File: config.mk
export PLATFORM = sky130hd
export DESIGN_NAME = lcd1602_bus_writer
export DESIGN_NICKNAME = d
export VERILOG_FILES = /design/src/rtl/lcd1602_bus_writer.sv
export SDC_FILE = /design/constraint.sdc
export NUM_CORES = 1
export LEC_CHECK = 0
export CORE_AREA = 2 2 104 86
export CTS_CLUSTER_SIZE = 25
export DETAILED_ROUTE_END_ITERATION = 12
export DIE_AREA = 0 0 106 88
export PLACE_DENSITY = 0.82
export SLEW_MARGIN = 15
export SYNTH_ARGS = -nofsm -noshare
export SYNTH_HDL_FRONTEND = slang
export SYNTH_SLANG_ARGS = --single-unit
File: constraint.sdc
create_clock -name iclk -period 6.5 [get_ports iclk]
set_input_delay 1.3 -clock iclk [delete_from_list [all_inputs] [get_ports iclk]]
set_output_delay 1.3 -clock iclk [all_outputs]
set_load 0.03 [all_outputs]
File: src/rtl/lcd1602_bus_writer.sv
// HD44780/LCD1602 byte writer: buffers (RS, byte) requests in a small FIFO and
// plays each one onto the 8-bit bus with setup / EN pulse / hold / execution timing.
module lcd1602_bus_writer #(
    parameter int unsigned DEPTH       = 4,
    parameter int unsigned T_PWRUP     = 405000,
    parameter int unsigned T_SETUP     = 2,
    parameter int unsigned T_EN_HIGH   = 13,
    parameter int unsigned T_HOLD      = 1,
    parameter int unsigned T_EXEC      = 1000,
    parameter int unsigned T_EXEC_LONG = 41040
) (
    input  logic       iclk,
    input  logic       irst,
    input  logic       in_valid,
    output logic       in_ready,
    input  logic       in_rs,
    input  logic [7:0] in_data,
    output logic       busy,
    output logic [7:0] LCD_DATA,
    output logic       LCD_RS,
    output logic       LCD_RW,
    output logic       LCD_EN
);
    localparam int unsigned AW = $clog2(DEPTH);

    typedef enum logic [2:0] {PWRUP, IDLE, SETUP, PULSE, HOLD, EXEC} state_e;

    state_e      state_q;
    logic [31:0] cnt_q;
    logic [7:0]  data_q;
    logic        rs_q;
    logic        en_q;

    logic [AW:0] wptr_q, wptr_d;
    logic [AW:0] rptr_q, rptr_d;
    logic [8:0]  mem_q [DEPTH];

    logic        full, empty, push, pop, cnt_zero, long_exec;
    logic [8:0]  head;

    // Extra pointer MSB distinguishes full from empty when the index bits match.
    assign empty    = (wptr_q == rptr_q);
    assign full     = (wptr_q[AW] != rptr_q[AW]) && (wptr_q[AW-1:0] == rptr_q[AW-1:0]);
    assign push     = in_valid && !full;
    assign pop      = (state_q == IDLE) && !empty;
    assign head     = mem_q[rptr_q[AW-1:0]];
    assign wptr_d   = wptr_q + (AW+1)'(push);
    assign rptr_d   = rptr_q + (AW+1)'(pop);
    assign cnt_zero = (cnt_q == 32'd0);

    // Clear and return-home are the slow controller instructions.
    assign long_exec = !rs_q && (data_q == 8'h01 || data_q == 8'h02 || data_q == 8'h03);

    always_ff @(posedge iclk or negedge irst) begin
        if (!irst) begin
            wptr_q <= '0;
            rptr_q <= '0;
        end else begin
            wptr_q <= wptr_d;
            rptr_q <= rptr_d;
        end
    end

    always_ff @(posedge iclk) begin
        if (push)
            mem_q[wptr_q[AW-1:0]] <= {in_rs, in_data};
    end

    always_ff @(posedge iclk or negedge irst) begin
        if (!irst) begin
            state_q <= PWRUP;
            cnt_q   <= T_PWRUP - 1;
            data_q  <= 8'h00;
            rs_q    <= 1'b0;
            en_q    <= 1'b0;
        end else begin
            case (state_q)
                PWRUP: begin
                    if (cnt_zero) state_q <= IDLE;
                    else          cnt_q   <= cnt_q - 1;
                end
                IDLE: begin
                    if (!empty) begin
                        data_q  <= head[7:0];
                        rs_q    <= head[8];
                        state_q <= SETUP;
                        cnt_q   <= T_SETUP - 1;
                    end
                end
                SETUP: begin
                    if (cnt_zero) begin
                        state_q <= PULSE;
                        en_q    <= 1'b1;
                        cnt_q   <= T_EN_HIGH - 1;
                    end else begin
                        cnt_q   <= cnt_q - 1;
                    end
                end
                PULSE: begin
                    if (cnt_zero) begin
                        state_q <= HOLD;
                        en_q    <= 1'b0;
                        cnt_q   <= T_HOLD - 1;
                    end else begin
                        cnt_q   <= cnt_q - 1;
                    end
                end
                HOLD: begin
                    if (cnt_zero) begin
                        state_q <= EXEC;
                        cnt_q   <= long_exec ? T_EXEC_LONG - 1 : T_EXEC - 1;
                    end else begin
                        cnt_q   <= cnt_q - 1;
                    end
                end
                EXEC: begin
                    if (cnt_zero) state_q <= IDLE;
                    else          cnt_q   <= cnt_q - 1;
                end
                default: begin
                    state_q <= PWRUP;
                    en_q    <= 1'b0;
                    cnt_q   <= T_PWRUP - 1;
                end
            endcase
        end
    end

    assign in_ready = !full;
    assign busy     = (state_q != IDLE) || !empty;
    assign LCD_DATA = data_q;
    assign LCD_RS   = rs_q;
    assign LCD_RW   = 1'b0;
    assign LCD_EN   = en_q;

endmodule

# Word level (Yosys, flattened, before mapping)
# Memories as Yosys holds them, arrays and structs flattened. A register that Yosys moved wholly into a read port is not among the register bits.
# Index checks and enable logic that the tools add are counted.
op_classes:
  add_sub_neg: 3
  eq_ne: 18
  n_mux: 18
  bitwise: 2
  reduce_logical: 19
op_table:
  columns: ["cell", "count"]
  rows:
  - ["32-bit 2-to-1 mux", 5]
  - ["32-bit one-hot mux with 5 select lines", 1]
  - ["32-bit zero test", 1]
  - ["32-bit by 1-bit subtractor with 32-bit output (second input constant)", 1]
  - ["8-bit by 2-bit equality test with 1-bit output (second input constant)", 2]
  - ["16-bit 2-to-1 mux", 1]
  - ["3-bit 2-to-1 mux", 5]
  - ["3-bit one-hot mux with 5 select lines", 1]
  - ["2-bit != test (second input constant)", 5]
  - ["8-bit by 1-bit equality test with 1-bit output (second input constant)", 1]
  - ["3-bit by 1-bit adder with 3-bit output", 2]
  - ["3-bit by 2-bit equality test with 1-bit output (second input constant)", 2]
  - ["3-bit equality test (second input constant)", 2]
  - ["5-bit AND reduction", 1]
  - ["1-bit logical AND", 4]
  - ["1-bit zero test", 4]
  - ["1-bit 2-to-1 mux", 4]
  - ["2-bit AND reduction", 2]
  - ["4-bit OR reduction", 1]
  - ["3-bit by 1-bit equality test with 1-bit output (second input constant)", 1]
  - ["3-bit equality test", 1]
  - ["3-bit zero test", 1]
  - ["1-bit logical OR", 3]
  - ["3-bit by 1-bit != test with 1-bit output (second input constant)", 1]
  - ["other kinds (7)", 8]
word_totals:
  ff_bits: 42
  ram_bits: 36
  in_bits: 12
  out_inout_bits: 13
  word_cells: 66
  memories: 1
mem_list:
  columns: ["name", "depth", "width", "read_ports", "rd_ports_with_merged_regs", "wr", "line_no", "source"]
  rows:
  - ["mem_q", 4, 9, 1, 1, 1, "36", "logic [8:0] mem_q [DEPTH];"]

# Longest topological paths before layout
# Gate-level depths: netlist (run 1).
logic_depth:
  ltp_word: 7
  mapped_depth: 11
  mapped_depth_nobuf: 8

# Worst setup path after synthesis (run 1)
# Ideal clock, no wire load.
synth_timing:
  path_kind: "reg-to-output"
  start: "register rptr_q[1]"
  end: "output port busy"
  t_arrival_ps: 1441
  required_ps: 5200
  path_slack_ps: 3759
  path_stages_with_launch: 5
  path_buffers: 1
  path_cell_list: "dfrtp_1 > clkbuf_1 > xor2_1 > nor3_1 > nand2_1"
synth_via:
  elab_chain_cells: 3
synth_lines:
  columns: ["item", "line_no", "source"]
  rows:
  - ["start: declaration", "35", "logic [AW:0] rptr_q, rptr_d;"]
  - ["start signal: assignment", "60", "rptr_q <= rptr_d;"]
  - ["3-bit equality test", "42", "assign empty = (wptr_q == rptr_q);"]
  - ["1-bit zero test", "130", "assign busy = (state_q != IDLE) || !empty;"]
  - ["1-bit logical OR", "130", null]
  - ["end: declaration", "18", "output logic busy,"]
# Every way passes these cells.

# Worst setup path after layout (run 1)
layout_timing:
  start: "register rptr_q[0]"
  end: "output port busy"
# Same word-level chain as after synthesis.

==> report_table.html, run 1 <==
<table>
<tr><th>Metric</th><th>Value</th></tr>
<tr><th colspan="2">Final layout</th></tr>
<tr><td>Leading cell type in the layout, fill and taps excluded</td><td>dfrtp_1</td></tr>
<tr><td>Total inserted antenna cells</td><td>0</td></tr>
<tr><td>Final instance area</td><td>4960 um^2</td></tr>
<tr><td>Ratio of cells with drive above 1 in the final layout</td><td>0.1520</td></tr>
<tr><td>Area of the multi-input gates</td><td>1946 um^2</td></tr>
<tr><td>Fillers</td><td>681</td></tr>
<tr><td>Most frequent cells in the layout</td><td>dfrtp_1 (42), edfxtp_1 (36), nor2_1 (34)</td></tr>
<tr><td>Number of nets in the layout</td><td>434</td></tr>
<tr><td>Area Growth Syn to Fin</td><td>10.63%</td></tr>
<tr><td>Footprint of the flip-flops and latches</td><td>2369 um^2</td></tr>
<tr><th colspan="2">Global routing</th></tr>
<tr><td>Largest net degree at the start of global routing</td><td>52</td></tr>
<tr><td>All-Layer GR Usage</td><td>0.2338</td></tr>
<tr><td>Number of antenna violations at the first check in global routing</td><td>0</td></tr>
<tr><td>Total grt overflow</td><td>0</td></tr>
<tr><td>Number of global-route vias before repair</td><td>3,339</td></tr>
<tr><td>Global-route wire length before repair</td><td>between 15,000 and 20,000 um</td></tr>
<tr><th colspan="2">Setup path</th></tr>
<tr><td>Setup Crit Path Kind</td><td>reg2out</td></tr>
<tr><td>Worst path depth</td><td>4</td></tr>
<tr><td>Top cell family by delay on the critical path</td><td>flip-flops</td></tr>
<tr><td>Data required time at the worst endpoint</td><td>5200 ps</td></tr>
<tr><td>Ordered list of cells on the worst path</td><td>xor2_1, nor3_1, nand2_1, clkdlybuf4s50_1</td></tr>
<tr><td>Crit path max fanout</td><td>11</td></tr>
<tr><td>Startpoint type of the worst setup path</td><td>flip-flop</td></tr>
<tr><td>Endpoint class of the critical path</td><td>primary output</td></tr>
<tr><td>Critical path's largest stage delay</td><td>~760 ps</td></tr>
<tr><td>Cell count of the worst reg-to-reg path</td><td>6</td></tr>
<tr><td>Worst endpoint data arrival time</td><td>2650 ps</td></tr>
<tr><td>Count of buffering cells on the critical path with inverters included</td><td>1</td></tr>
<tr><td>CP max stage cell</td><td>dfrtp_1</td></tr>
<tr><th colspan="2">Synthesis</th></tr>
<tr><td>Number of flops mapped to enable cells by yosys</td><td>36</td></tr>
<tr><td>Synth Register Bits</td><td>87</td></tr>
<tr><td>Synth unique cells</td><td>65</td></tr>
<tr><td>Ys flop type</td><td>dfrtp_1</td></tr>
<tr><td>Post-Synthesis Net Count</td><td>416</td></tr>
<tr><td>Proportion of register bits with asynchronous set or reset after synthesis</td><td>0.5862</td></tr>
<tr><td>Warning count from the yosys run</td><td>0</td></tr>
<tr><td>Post-synth design cell area</td><td>approximately 4500 um^2</td></tr>
<tr><td>Share of the yosys chip area belonging to registers</td><td>0.5283</td></tr>
<tr><td>Cells after Synth</td><td>398</td></tr>
<tr><td>Mean area per synthesized cell</td><td>11.26 um^2</td></tr>
<tr><th colspan="2">Power</th></tr>
<tr><td>Power Density</td><td>roughly 430 nW/um^2</td></tr>
<tr><td>Power after layout</td><td>2.157 mW</td></tr>
<tr><td>Leak</td><td>2.007 nW</td></tr>
<tr><td>VDD IR-drop max</td><td>0.2892 mV</td></tr>
<tr><th colspan="2">Place</th></tr>
<tr><td>Sum of net half-perimeters after detailed placement</td><td>roughly 6900 um</td></tr>
<tr><td>Worst-case setup slack after placement</td><td>2981 ps</td></tr>
<tr><td>Post-place instance area</td><td>between 4000 and 5000 um^2</td></tr>
<tr><td>Weighted congestion reported at the end of routability-driven placement</td><td>0.9627</td></tr>
<tr><td>Port Buffer Count</td><td>23</td></tr>
<tr><th colspan="2">Clock network</th></tr>
<tr><td>Resize count post-CTS</td><td>0</td></tr>
<tr><td>Number of buffers added by the clock tree synthesis step</td><td>9</td></tr>
<tr><td>Later-pin clock latency in the skew report</td><td>370 ps</td></tr>
<tr><td>Sink count of the clock tree</td><td>87</td></tr>
<tr><td>Maximum clock path buffer count</td><td>2</td></tr>
<tr><td>Clock tree from TritonCTS</td><td>yes</td></tr>
<tr><td>Number of setup buffers added after CTS</td><td>0</td></tr>
<tr><td>Clock-pin slew on the worst setup and hold paths</td><td>~100 ps</td></tr>
<tr><td>CTS Hold Bufs</td><td>0</td></tr>
<tr><td>Clock Root Buffer</td><td>clkbuf_8</td></tr>
<tr><td>Number of H-tree levels</td><td>3</td></tr>
<tr><th colspan="2">STA</th></tr>
<tr><td>Final number of max-transition violations</td><td>0</td></tr>
<tr><td>Worst clock skew</td><td>14.09 ps</td></tr>
<tr><td>Total Negative Setup Slacks</td><td>0 ps</td></tr>
<tr><td>Final Cycle Share</td><td>0.6072</td></tr>
<tr><td>Tightest Pin Transition</td><td>between 1000 and 1500 ps</td></tr>
<tr><td>Worst slew margin</td><td>0.2548</td></tr>
<tr><td>Final critical-path setup slack</td><td>2553 ps</td></tr>
<tr><td>Total count of hold-check failures in the final report</td><td>0</td></tr>
<tr><td>Upper clock frequency limit</td><td>between 200 and 300 MHz</td></tr>
<tr><td>Final setup violation count</td><td>0</td></tr>
<tr><td>Min cycle time layout</td><td>3947 ps</td></tr>
<tr><td>Setup repair after global routing missed its margin</td><td>no</td></tr>
<tr><th colspan="2">Worst hold path</th></tr>
<tr><td>Worst hold path type</td><td>reg2reg</td></tr>
<tr><td>Worst hold stages</td><td>1</td></tr>
<tr><th colspan="2">Routing</th></tr>
<tr><td>Vias per Instance</td><td>~6.4</td></tr>
<tr><td>Count of routing violations after the opening detailed-route iteration</td><td>268</td></tr>
<tr><td>Per-cell routed wire length</td><td>19.07 um</td></tr>
<tr><td>Number of vias after detailed routing</td><td>3,418</td></tr>
<tr><td>Pre-antenna DRT Iters</td><td>5</td></tr>
<tr><td>Number of DRC violations after detailed routing</td><td>0</td></tr>
<tr><td>Wire length reported by the detailed router</td><td>10,170 um</td></tr>
<tr><td>Remaining number of nets flagged by the antenna check after routing</td><td>0</td></tr>
<tr><th colspan="2">Die</th></tr>
<tr><td>Die Span Y</td><td>approximately 88 um</td></tr>
<tr><td>Initial core utilization</td><td>0.5404</td></tr>
<tr><td>Die W</td><td>106 um</td></tr>
<tr><td>FP Rows</td><td>30</td></tr>
<tr><td>Total die area</td><td>9328 um^2</td></tr>
<tr><td>Total core area</td><td>8295 um^2</td></tr>
<tr><td>Ports</td><td>25</td></tr>
<tr><th colspan="2">Run</th></tr>
<tr><td>Max-cap violations</td><td>0</td></tr>
<tr><th colspan="2">Status</th></tr>
<tr><td>Status</td><td>completed</td></tr>
</table>
[synth_stat cells (all sizes together), types with 6 or more instances]
library cell,n,area share
dfstp,9,0.053
a21oi,24,0.027
nand2,28,0.023
clkbuf,11,0.015
mux2,11,0.028
o21ai,23,0.027
inv,8,0.0067
ha,6,0.017
xor2,6,0.012
nor3,15,0.017
or3,6,0.0087
mux4,9,0.045
a31oi,21,0.029
dfrtp,42,0.23
edfxtp,36,0.24
a21o,6,0.010
nand3,12,0.013
nor2,34,0.028
buf,10,0.017
nor4,18,0.034
[stage by stage]
step	instances	hold slack, ps	utilization
finish	533	510.2	0.5979
CTS	533	503.8	0.5973
global route	533	523.6	0.5979
global placement	517	475.5	0.5725
detailed placement	517	491.3	0.5725
floorplan	398	460.4	-
[sequential cells by signal, summed over array words and instances (netlist names)]
| name | cells |
|---|---|
| rptr_q | 3 |
| LCD_DATA | 8 |
| mem_q | 36 |
| cnt_q | 32 |
| state_q | 3 |
| LCD_EN | 1 |
| LCD_RS | 1 |
| wptr_q | 3 |
[routing by layer]
metal | GRT usage | up-vias | share of wire
li1 | - | 1567 | -
met1 | 0.3076 | 1693 | 0.43
met4 | 0.06699 | 0 | 0.016
met2 | 0.3935 | 143 | 0.48
met3 | 0.05580 | 15 | 0.068
met5 | 0 | - | 0
[report_power, final]
group	switching [mW]	internal (mW)	leakage, nW
Clock	0.230	0.154	0.104
Combinational	0.434	0.345	0.951
Sequential	0.220	0.774	0.953
[worst register-to-register path, cell delays in order, from the launching register on]
cell and delay [ps]:
dfrtp_1 450, nor4_1 360, nand4_1 470, nor4_1 960
or3_1 530, o21ai_1 140, a221o_1 390
[final timing paths]
check                                 end  startpoint  slack [ps]
worst max-delay path                 busy   rptr_q[0]        2550
worst min-delay path            rptr_q[2]   rptr_q[2]         510
worst max register to register  cnt_q[15]   cnt_q[14]        3100
worst min register to register  rptr_q[2]   rptr_q[2]         510
max in group asynchronous       cnt_q[24]        irst        5010
min in group asynchronous       cnt_q[22]        irst        1030
[layout make-up]
class / count / share of cell area
clock buffer: 9 / 0.02497
multi-input combinational: 280 / 0.3923
inverter: 10 / 0.007568
sequential: 87 / 0.4775
clock inverter: 7 / 0.01640
timing repair buffer: 28 / 0.05298
tap: 112 / 0.02825
[kinds of logic (layout without fill, tap and decap cells)]
kind of cell             Yosys count  count (layout)  synth area share
AND/OR/NAND/NOR                  136             136            0.1610
buffers and inverters             31              54           0.04019
AO/OA/AOI/OAI                    109             109            0.1641
XOR/XNOR                           7               7           0.01368
other                              1               1         0.0008365
adder cells (fa/ha/maj)            6               6           0.01675
flip-flops                        87              87            0.5283
multiplexers                      21              21           0.07508
Power figures use the tool's default switching activity.
==> inputs of run 2 (changes only) <==
==> constraint.sdc (replaced) <==
create_clock -name iclk -period 3.81 [get_ports iclk]
set_input_delay 0.762 -clock iclk [delete_from_list [all_inputs] [get_ports iclk]]
set_output_delay 0.762 -clock iclk [all_outputs]
set_load 0.03 [all_outputs]
==> run 2 against run 1 <==
Compared with the run above:
- register-to-register slack got worse by 2600 ps
- non-clock buffer count up 7
- highest routed layer unchanged
- total power rose by 72%
- critical path depth is the same
- final area grew 0.78%
- global-route usage grew 1.6 points
- via count increased by 2.4%
- worst hold slack worse by 97 ps
- combinational power rose by 83%
- worst setup slack worse by 2200 ps
==> report_table.html, run 2 (synthesized netlist as in run 1, its figures left out) <==
<table>
<tr><th>Metric</th><th>Value</th></tr>
<tr><th colspan="2">Power</th></tr>
<tr><td>VDD IR-drop max</td><td>0.4620 mV</td></tr>
<tr><td>Leak</td><td>2.028 nW</td></tr>
<tr><td>Power Density</td><td>743.3 nW/um^2</td></tr>
<tr><th colspan="2">STA</th></tr>
<tr><td>Smallest hold slack</td><td>slightly above 400 ps</td></tr>
<tr><td>Total Negative Setup Slacks</td><td>0 ps</td></tr>
<tr><td>Upper clock frequency limit</td><td>between 200 and 300 MHz</td></tr>
<tr><td>Worst slew margin</td><td>0.3105</td></tr>
<tr><td>Worst clock skew</td><td>14.70 ps</td></tr>
<tr><td>Setup repair after global routing missed its margin</td><td>no</td></tr>
<tr><td>Total count of hold-check failures in the final report</td><td>0</td></tr>
<tr><td>Final Cycle Share</td><td>0.8945</td></tr>
<tr><td>Final setup violation count</td><td>0</td></tr>
<tr><td>Tightest Pin Transition</td><td>1034 ps</td></tr>
<tr><td>Final number of max-transition violations</td><td>0</td></tr>
<tr><td>Min cycle time layout</td><td>about 3400 ps</td></tr>
<tr><th colspan="2">Routing</th></tr>
<tr><td>Vias per Instance</td><td>between 6 and 7</td></tr>
<tr><td>Wire length reported by the detailed router</td><td>10,710 um</td></tr>
<tr><td>Per-cell routed wire length</td><td>19.84 um</td></tr>
<tr><td>Pre-antenna DRT Iters</td><td>5</td></tr>
<tr><td>Number of vias after detailed routing</td><td>3,499</td></tr>
<tr><td>Number of DRC violations after detailed routing</td><td>0</td></tr>
<tr><td>Count of routing violations after the opening detailed-route iteration</td><td>approximately 360</td></tr>
<tr><td>Remaining number of nets flagged by the antenna check after routing</td><td>0</td></tr>
<tr><th colspan="2">Final layout</th></tr>
<tr><td>Total inserted antenna cells</td><td>0</td></tr>
<tr><td>Utilization of the core after routing</td><td>0.6026</td></tr>
<tr><td>Leading cell type in the layout, fill and taps excluded</td><td>dfrtp_1</td></tr>
<tr><td>Area Growth Syn to Fin</td><td>11.50%</td></tr>
<tr><td>Final instance area</td><td>4999 um^2</td></tr>
<tr><td>Most frequent cells in the layout</td><td>dfrtp_1 (42), edfxtp_1 (36), nor2_1 (34)</td></tr>
<tr><td>Ratio of cells with drive above 1 in the final layout</td><td>0.1659</td></tr>
<tr><td>Fillers</td><td>between 600 and 700</td></tr>
<tr><td>Number of nets in the layout</td><td>441</td></tr>
<tr><td>Max reg flops</td><td>36</td></tr>
<tr><th colspan="2">Clock network</th></tr>
<tr><td>Resize count post-CTS</td><td>0</td></tr>
<tr><td>Maximum clock path buffer count</td><td>2</td></tr>
<tr><td>CTS Hold Bufs</td><td>0</td></tr>
<tr><td>Number of H-tree levels</td><td>3</td></tr>
<tr><td>Number of setup buffers added after CTS</td><td>0</td></tr>
<tr><td>Clock-pin slew on the worst setup and hold paths</td><td>around 100 ps</td></tr>
<tr><td>Number of buffers added by the clock tree synthesis step</td><td>9</td></tr>
<tr><td>Sink count of the clock tree</td><td>87</td></tr>
<tr><td>Clock Root Buffer</td><td>clkbuf_8</td></tr>
<tr><td>Clock tree from TritonCTS</td><td>yes</td></tr>
<tr><td>Later-pin clock latency in the skew report</td><td>approximately 370 ps</td></tr>
<tr><th colspan="2">Setup path</th></tr>
<tr><td>Data required time at the worst endpoint</td><td>slightly above 3000 ps</td></tr>
<tr><td>Endpoint class of the critical path</td><td>primary output</td></tr>
<tr><td>Startpoint type of the worst setup path</td><td>flip-flop</td></tr>
<tr><td>R2R Path Start</td><td>cnt_q[19]</td></tr>
<tr><td>Setup Crit Path Kind</td><td>reg2out</td></tr>
<tr><td>Cell count of the worst reg-to-reg path</td><td>6</td></tr>
<tr><td>Ordered list of cells on the worst path</td><td>xor2_1, nor3_1, nand2_1, clkdlybuf4s50_1</td></tr>
<tr><td>CP max stage cell</td><td>clkdlybuf4s50_1</td></tr>
<tr><td>Crit path max fanout</td><td>11</td></tr>
<tr><td>Critical path's largest stage delay</td><td>660 ps</td></tr>
<tr><td>Worst endpoint data arrival time</td><td>2650 ps</td></tr>
<tr><td>Endpoint of the most critical register-to-register path</td><td>cnt_q[15]</td></tr>
<tr><td>Worst reg-to-reg setup slack</td><td>roughly 530 ps</td></tr>
<tr><th colspan="2">Die</th></tr>
<tr><td>Ports</td><td>25</td></tr>
<tr><td>Initial core utilization</td><td>0.5404</td></tr>
<tr><td>Total core area</td><td>8295 um^2</td></tr>
<tr><td>Die Span Y</td><td>88 um</td></tr>
<tr><td>FP Rows</td><td>30</td></tr>
<tr><td>Total die area</td><td>9328 um^2</td></tr>
<tr><td>Die W</td><td>106 um</td></tr>
<tr><th colspan="2">Place</th></tr>
<tr><td>Post-place instance area</td><td>4802 um^2</td></tr>
<tr><td>Sum of net half-perimeters after detailed placement</td><td>7540 um</td></tr>
<tr><td>Port Buffer Count</td><td>23</td></tr>
<tr><td>Weighted congestion reported at the end of routability-driven placement</td><td>1.026</td></tr>
<tr><th colspan="2">Global routing</th></tr>
<tr><td>Total grt overflow</td><td>0</td></tr>
<tr><td>Largest net degree at the start of global routing</td><td>31</td></tr>
<tr><td>Number of antenna violations at the first check in global routing</td><td>0</td></tr>
<tr><td>Number of global-route vias before repair</td><td>3,509</td></tr>
<tr><td>Global-route wire length before repair</td><td>approximately 18,000 um</td></tr>
<tr><td>All-Layer GR Usage</td><td>0.2498</td></tr>
<tr><th colspan="2">Worst hold path</th></tr>
<tr><td>Worst hold path type</td><td>in2async</td></tr>
<tr><th colspan="2">Run</th></tr>
<tr><td>Max-cap violations</td><td>0</td></tr>
<tr><th colspan="2">Status</th></tr>
<tr><td>Status</td><td>completed</td></tr>
</table>
run 2: changes by cell type in the layout (fill, tap and decap cells not counted):
| cell | delta |
|---|---|
| clkinv_2 | +1 |
| clkinv_8 | -1 |
| buf_4 | +7 |
| clkinv_4 | -1 |
| inv_6 | -1 |
| clkinvlp_4 | +2 |
run 2: power by group:
group	switching, mW	internal, mW	leakage, nW	total (mW)
sequential	0.349	1.32	0.953	1.67
clock	0.376	0.252	0.0924	0.629
combinational	0.804	0.612	0.983	1.42
run 2: final cells by class:
cell class                 count  area, um^2  share of cell area
multi-input combinational    280        1946              0.3892
timing repair buffer          35       315.3             0.06308
clock buffer                   9       123.9             0.02478
clock inverter                 7       67.56             0.01352
sequential                    87        2369              0.4738
tap                          112       140.1             0.02803
inverter                      10       37.54            0.007509
run 2: through the flow:
step	std cells	worst slack, ps	total power, mW
2_1_floorplan	398	1192	2.600
3_3_place_gp	524	792.4	2.997
3_5_place_dp	524	738.9	3.077
4_1_cts	540	437.2	3.708
5_1_grt	540	262.1	3.940
6_report	540	402.1	3.715
run 2: how the worst max path moves through the flow:
stage / startpoint / to / cells past startpoint
floorplan: rptr_q[1] / mem_q[0][0] / 6
global placement: rptr_q[1] / busy / 4
detailed placement: cnt_q[8] / cnt_q[15] / 6
CTS: rptr_q[1] / busy / 4
global route: rptr_q[1] / busy / 4
finish: rptr_q[1] / busy / 4
run 2: metal layers:
layer,global-route usage,share of wire
met4,0.1005,0.026
met1,0.3164,0.40
met5,0,0
met2,0.4123,0.47
met3,0.07068,0.096
run 2: worst max-delay path, delay by kind of cell (launching register included):
family | cells | cell delay, ps
buffers and inverters | 1 | 660
xor gates and xnor gates | 1 | 170
and+or+nand+nor | 2 | 790
DFF | 1 | 650
